===== config.mk =====
export PLATFORM = sky130hd
export DESIGN_NAME = io_port_responder
export DESIGN_NICKNAME = d
export VERILOG_FILES = /design/src/rtl/io_port_responder.sv
export SDC_FILE = /design/constraint.sdc
export NUM_CORES = 1
export LEC_CHECK = 0
export ABC_CLOCK_PERIOD_IN_PS = 4000
export BUFFER_PORTS_ARGS = -buffer_cell sky130_fd_sc_hd__buf_4
export CAP_MARGIN = 0
export CELL_PAD_IN_SITES_DETAIL_PLACEMENT = 1
export CELL_PAD_IN_SITES_GLOBAL_PLACEMENT = 1
export CORE_ASPECT_RATIO = 0.5
export CORE_MARGIN = 2
export CORE_UTILIZATION = 35
export CTS_BUF_LIST = sky130_fd_sc_hd__clkbuf_8 sky130_fd_sc_hd__clkbuf_16
export DETAILED_ROUTE_END_ITERATION = 16
export PLACE_DENSITY_LB_ADDON = 0.2
export RECOVER_POWER = 25
export SLEW_MARGIN = 10
export SYNTH_ARGS = -nofsm -noshare
export SYNTH_HDL_FRONTEND = slang
export SYNTH_SLANG_ARGS = --single-unit

===== constraint.sdc =====
create_clock -name clk -period 4 [get_ports clk]
set_clock_uncertainty 0.1 [all_clocks]
set_input_delay 0.4 -clock clk [delete_from_list [all_inputs] [get_ports clk]]
set_output_delay 0.4 -clock clk [all_outputs]
set_load 0.01 [all_outputs]

===== src/rtl/io_port_responder.sv =====
// I/O responder for the memory stage: an input sample FIFO popped by IN, and an output holding register drained by the device.
// Optional status read-back (status_sel port) is compiled in with the IO_STATUS_EN macro.
`timescale 1ns/1ps

module io_port_responder #(
    parameter int WIDTH = 16,
    parameter int DEPTH = 4
) (
    input  logic             clk,
    input  logic             reset,
    input  logic             io_en,
    input  logic             io_rd,
    input  logic             io_wr,
    input  logic [WIDTH-1:0] wr_data,
    output logic [WIDTH-1:0] rd_data,
    output logic             rd_valid,
    output logic             io_stall,
    input  logic [WIDTH-1:0] in_data,
    input  logic             in_valid,
    output logic             in_ready,
    output logic [WIDTH-1:0] out_data,
    output logic             out_valid,
    input  logic             out_ack
`ifdef IO_STATUS_EN
    ,
    input  logic             status_sel
`endif
);

    localparam int AW = (DEPTH > 1) ? $clog2(DEPTH) : 1;
    localparam logic [AW:0] FULL_CNT = (AW+1)'(DEPTH);

    logic [WIDTH-1:0] r_mem [DEPTH];
    logic [AW-1:0]    r_wptr;
    logic [AW-1:0]    r_rptr;
    logic [AW:0]      r_count;
    logic [WIDTH-1:0] r_rd_data;
    logic             r_rd_valid;
    logic [WIDTH-1:0] r_out_data;
    logic             r_out_valid;

    logic w_rd_req;
    logic w_wr_req;
    logic w_rd_fifo;
    logic w_full;
    logic w_empty;
    logic w_push;
    logic w_pop;
    logic w_wr_accept;

    assign w_rd_req = io_en & io_rd & ~io_wr;
    assign w_wr_req = io_en & io_wr & ~io_rd;
    assign w_full   = (r_count == FULL_CNT);
    assign w_empty  = (r_count == '0);

`ifdef IO_STATUS_EN
    logic             w_stat_rd;
    logic [WIDTH-1:0] w_status;
    assign w_rd_fifo = w_rd_req & ~status_sel;
    assign w_stat_rd = w_rd_req & status_sel;
    always_comb begin
        w_status = '0;
        w_status[AW+3:0] = {r_count, w_full, w_empty, r_out_valid};
    end
`else
    assign w_rd_fifo = w_rd_req;
`endif

    // in_ready is purely !full, so a pop never frees a slot for a same-cycle push.
    assign w_push      = in_valid & ~w_full;
    assign w_pop       = w_rd_fifo & ~w_empty;
    assign w_wr_accept = w_wr_req & (~r_out_valid | out_ack);

    assign io_stall  = (w_rd_fifo & w_empty) | (w_wr_req & r_out_valid & ~out_ack);
    assign in_ready  = ~w_full;
    assign rd_data   = r_rd_data;
    assign rd_valid  = r_rd_valid;
    assign out_data  = r_out_data;
    assign out_valid = r_out_valid;

    always_ff @(posedge clk) begin
        if (w_push) begin
            r_mem[r_wptr] <= in_data;
        end
    end

    always_ff @(posedge clk or negedge reset) begin
        if (!reset) begin
            r_wptr      <= '0;
            r_rptr      <= '0;
            r_count     <= '0;
            r_rd_data   <= '0;
            r_rd_valid  <= 1'b0;
            r_out_data  <= '0;
            r_out_valid <= 1'b0;
        end else begin
            if (w_push) begin
                r_wptr <= r_wptr + 1'b1;
            end
            if (w_pop) begin
                r_rptr    <= r_rptr + 1'b1;
                r_rd_data <= r_mem[r_rptr];
            end
`ifdef IO_STATUS_EN
            if (w_stat_rd) begin
                r_rd_data <= w_status;
            end
            r_rd_valid <= w_pop | w_stat_rd;
`else
            r_rd_valid <= w_pop;
`endif
            case ({w_push, w_pop})
                2'b10:   r_count <= r_count + 1'b1;
                2'b01:   r_count <= r_count - 1'b1;
                default: r_count <= r_count;
            endcase
            if (w_wr_accept) begin
                r_out_data  <= wr_data;
                r_out_valid <= 1'b1;
            end else if (out_ack) begin
                r_out_valid <= 1'b0;
            end
        end
    end

endmodule


* Word level (Yosys, flattened, before mapping) *
Memories as Yosys holds them, arrays and structs flattened. A register that Yosys moved wholly into a read port is not among the register bits.
Cells that the tools add are included.

storage, ports and cells
  memories = 1
  logic and storage cells = 41
  register bits after elaboration = 25
  RAM bits = 64

cells by class
  bitwise operators = 18
  multiplexer cells = 5
  reduce and logical (&&, ||, !) cells = 4
  $add $sub $neg = 4
  equal/unequal tests = 3

memory list
  memory  words  width  read ports  clocked after memory_dff  wr ports  RTL line  text
  r_mem   4      16     1           1                         1         33        logic [WIDTH-1:0] r_mem [DEPTH];

operators by type and width
  kind                                                 count
  bitwise AND 1 bit                                    10
  inverter 1 bit                                       6
  case mux 3 bit (2 select lines)                      1
  adder 2 x 1 -> 2 bit, second input constant          2
  2-to-1 mux 1 bit                                     4
  nonzero test 2 bit                                   2
  adder 3 x 1 -> 3 bit, second input constant          1
  equality test 3 bit, second input constant           1
  logical NOT 3 bit                                    1
  subtractor 3 x 1 -> 3 bit, second input constant     1
  equality test 2 x 1 -> 1 bit, second input constant  1
  equality test 2 bit, second input constant           1
  OR 1 bit                                             2
  logical NOT 1 bit                                    1

* Depth between registers and ports, before layout *
  word-level depth = 5
  gate-level depth with buffers = 9
  depth with buffers taken out = 9

* Least setup slack after synthesis *
Ideal clock, no wire load.

  path kind = reg2reg
  start = register r_count[0]
  end = register r_count[2]
  buffers on the path = 0
  cell stages (with the launch flop) = 10
  setup time = 0.079 ns
  setup slack = 1.797 ns
  period minus slack after synthesis = 2.203 ns
  data arrival time = 2.023 ns
  cell sequence = dfrtp_1 -> or3b_4 -> and2_4 -> inv_1 -> ha_1 -> inv_1 -> fa_1 -> xor2_1 -> nor2_1 -> xor2_1

between the ends
  cells in the longest elaborated chain, start to end = 5
  elaborated cells on any way between the ends = 12
  those cells by class = 2 x add/sub; 3 x eq/ne; 1 x mux; 4 x bitwise; 2 x reduce/logical

RTL lines
  element                                                                       RTL line  text
  start: declaration                                                            36        logic [AW:0] r_count;
  start signal: assignment                                                      113       2'b10: r_count <= r_count + 1'b1;
  start signal: assignment                                                      114       2'b01: r_count <= r_count - 1'b1;
  start signal: assignment                                                      115       default: r_count <= r_count;
  equality test 3 bit *                                                         53        assign w_full = (r_count == FULL_CNT);
  inverter 1 bit *                                                              n/a
  named net in_ready                                                            20        output logic in_ready,
  bitwise AND 1 bit *                                                           70        assign w_push = in_valid & ~w_full;
  equality test 2 x 1 -> 1 bit / equality test 2 bit (equally long branches)    112       case ({w_push, w_pop})
  case mux 3 bit (2 select lines) / nonzero test 2 bit (equally long branches)  n/a

The timed path passes the listed nets; every way through them passes the cells marked *.
A chain may end at the register's enable or synchronous reset.

* Worst setup path in the final report *
  start = register r_count[0]
  end = register r_count[2]

between the ends
  cells in the longest elaborated chain, start to end = 5
  elaborated cells on any way between the ends = 12
  those cells by class = 2 x add/sub; 3 x eq/ne; 1 x mux; 4 x bitwise; 2 x reduce/logical

RTL lines
  element                                                                       RTL line
  equality test 3 bit / logical NOT 3 bit (equally long branches)               53, 54
  inverter 1 bit, on equally long branches                                      70, 71
  bitwise AND 1 bit, on equally long branches                                   70, 71
  equality test 2 x 1 -> 1 bit / equality test 2 bit (equally long branches)    112
  case mux 3 bit (2 select lines) / nonzero test 2 bit (equally long branches)  n/a

Parallel ways exist; a longest one is shown, timed or not.

==> impl_metrics.ini <==
[run_status]
status = finished, final reports clean

[critical_path]
crit_path_end_kind = register
reg2reg_setup_slack_ns = 1.68
timing.rr.start = r_count[0]$_DFFE_PN0P_
crit_arrival_ns = 2.47
reg2reg_to = r_count[2]$_DFFE_PN0P_
critical_path_class = register to register
cp.required_ns = 4.15
start_kind = register
crit_path_max_fanout = 6
worstRegToRegCells = 9

[place]
place_congestion = 0.6362
place_hpwl_um = 5002
placed_cells = 427
numPortBuffers = 74

[cts]
tritoncts = done
cts_max_level = 3
cts_buffer_depth = 2
clock_sinks = 105
cts_resized = 0
numCtsBuffers = 9
post_cts_buffers = 0
root_buffer = clkbuf_16
clk_pin_slew_ns = 0.06
cts.hold.buffers_added = 1
clk_latency_ns = 0.34

[sta]
setup_viol_count_final = 0
finalCriticalPeriod_ns = 2.316
tightest_slew_ns = 1.077
relSlewSlack_pct = 28.18
hold_viol_final = 0
fmax_mhz = 431.8
drv_slew = 0
rsz0062_at_grt = false
finalCritPeriodShare_pct = 57.89
setup_tns_ns = 0

[global_route]
antenna_found_initial = 0
grt_max_degree = 42
grt_usage_pct = 13.31
grt_pass1_vias = 2247
grt_pass1_wl_um = 12100
gr-total-overflow = 0

[synthesis]
synthTopCellsByArea = edfxtp_1 47%, dfrtp_1 25%, mux2_2 6.6%
synth_top_area_share_pct = 46.73
postSynthAreaPerCell_um2 = 20.67
yosysUniqueCellTypes = 31
yosys.area.top_type = edfxtp_1
synth_common_cells = 64 x edfxtp_1, 41 x dfrtp_1, 24 x mux2_2, 9 x inv_1
synthesis.nets = 244
ys_seq_area_share_pct = 71.68
yosys_warnings = 0
synth_seq_cells = 105
synth_edf_count = 64
async_flop_share_pct = 39.05
ys.flop_type = edfxtp_1
synth.cell_area_mm2 = 0.004113
synth.most_common_cell = edfxtp_1
syn_inst = 199

[cells_and_area]
utilization_pct = 44.83
diodes = 0
final_cell_count_no_fill = 443
synthToLayoutAreaGrowth_pct = 22.27
nFillCells = 1084
drive_above_1_share_pct = 41.20
nets = 325

[power_and_ir_drop]
ir_drop_v = 0.0002317
p_leak_nw = 1.964
power.density_mw_per_mm2 = 668.1
power_w = 0.003360

[floorplan]
dieWidth_um = 157.3
rows = 27
io_pins = 75
die-height_um = 80.65
core_mm2 = 0.01122
fp.dieArea_mm2 = 0.01269
start_util_pct = 36.67

[worst_hold_path]
hold-path-cell-count = 2
min_from = out_ack
hold_path_class = primary input to register
min_to = out_valid$_DFFE_PN0P_

[routing]
detail_route.wirelength_um = 7900
via_count = 2028
postRouteAntennaNets = 0
viasPerCell = 4.578
first_iter_violations = 98
first_pass_iters = 4
wire_per_inst_um = 17.83
drc = 0

[run]
cap_violations = 0
[cells by family after synthesis]
logic type / share of synthesized area, %
buffers and inverters: 2.342
AOI/OAI and AO/OA: 0.4868
xor gates and xnor gates: 1.278
muxes: 19.50
DFF: 71.68
and+or+nand+nor: 2.708
adders and majority gates: 2.008
[where the power goes]
group | internal [W] | switching [W] | leakage [nW] | total (W)
sequential | 0.00146 | 0.000217 | 1.07 | 0.00167
combinational | 0.000519 | 0.000368 | 0.761 | 0.000887
clock | 0.000421 | 0.000378 | 0.129 | 0.000799
total | 0.00240 | 0.000964 | 1.96 | 0.00336
[cell usage in the layout, fill, tap and decap left out, types with 5 or more instances in the layout]
master	instances
buf_4	59
clkbuf_1	16
clkbuf_16	9
dfrtp_1	41
edfxtp_1	64
ha_1	5
inv_1	9
mux2_2	24
mux2_4	8
mux4_1	8
mux4_2	8
[registers in the layout, indices dropped and copies added, names as in the netlist]
register   flops
rd_data       16
r_rptr         2
out_valid      1
r_mem         64
r_count        3
rd_valid       1
r_wptr         2
out_data      16
[worst max path at each step]
| stage | start | endpoint | slack [ns] | cells after the start |
|---|---|---|---|---|
| after CTS | r_count[0]$_DFFE_PN0P_ | r_count[2]$_DFFE_PN0P_ | 1.65 | 9 |
| after detailed placement | io_rd | r_count[2]$_DFFE_PN0P_ | 1.62 | 10 |
| after floorplan | r_count[0]$_DFFE_PN0P_ | r_count[2]$_DFFE_PN0P_ | 1.80 | 9 |
| after global routing | r_count[0]$_DFFE_PN0P_ | r_count[2]$_DFFE_PN0P_ | 1.46 | 9 |
| after global placement | io_wr | r_count[2]$_DFFE_PN0P_ | 1.69 | 9 |
| final | r_count[0]$_DFFE_PN0P_ | r_count[2]$_DFFE_PN0P_ | 1.68 | 9 |
[worst max-delay path, cell delays in order (launching register included)]
cell     delay, ns
dfrtp_1       0.43
or3b_4        0.44
and2_4        0.19
inv_1         0.05
ha_1          0.17
inv_1         0.06
fa_1          0.38
xor2_1        0.15
nor2_1        0.11
xor2_1        0.16
[layout make-up]
class / count / area, um2 / area share [%]
Clock buffer: 9 / 225.2 / 4.479
Sequential cell: 105 / 2948 / 58.62
Multi-Input combinational cell: 79 / 1069 / 21.25
Tap cell: 159 / 198.9 / 3.956
Timing Repair Buffer: 76 / 513.0 / 10.20
Clock inverter: 6 / 41.29 / 0.8211
Inverter: 9 / 33.78 / 0.6718
[through the flow]
step	hold slack, ns	setup slack, ns	instance area (um2)
6_report	0.1898	1.684	5029
3_5_place_dp	0.3361	1.620	4812
2_1_floorplan	0.004409	1.797	4113
3_3_place_gp	0.3272	1.694	4812
4_1_cts	0.1487	1.649	5089
5_1_grt	0.1935	1.461	5029
[routing by layer]
layer  up-vias  track usage, %  share of wire (%)
met3        11           3.616                5.3
met1      1017           16.39                 45
met5         -               0                  0
met2        69           22.79                 48
met4         0           4.727                1.6
li1        931               -                  -
Note: power is estimated with default switching activity, not from simulation.
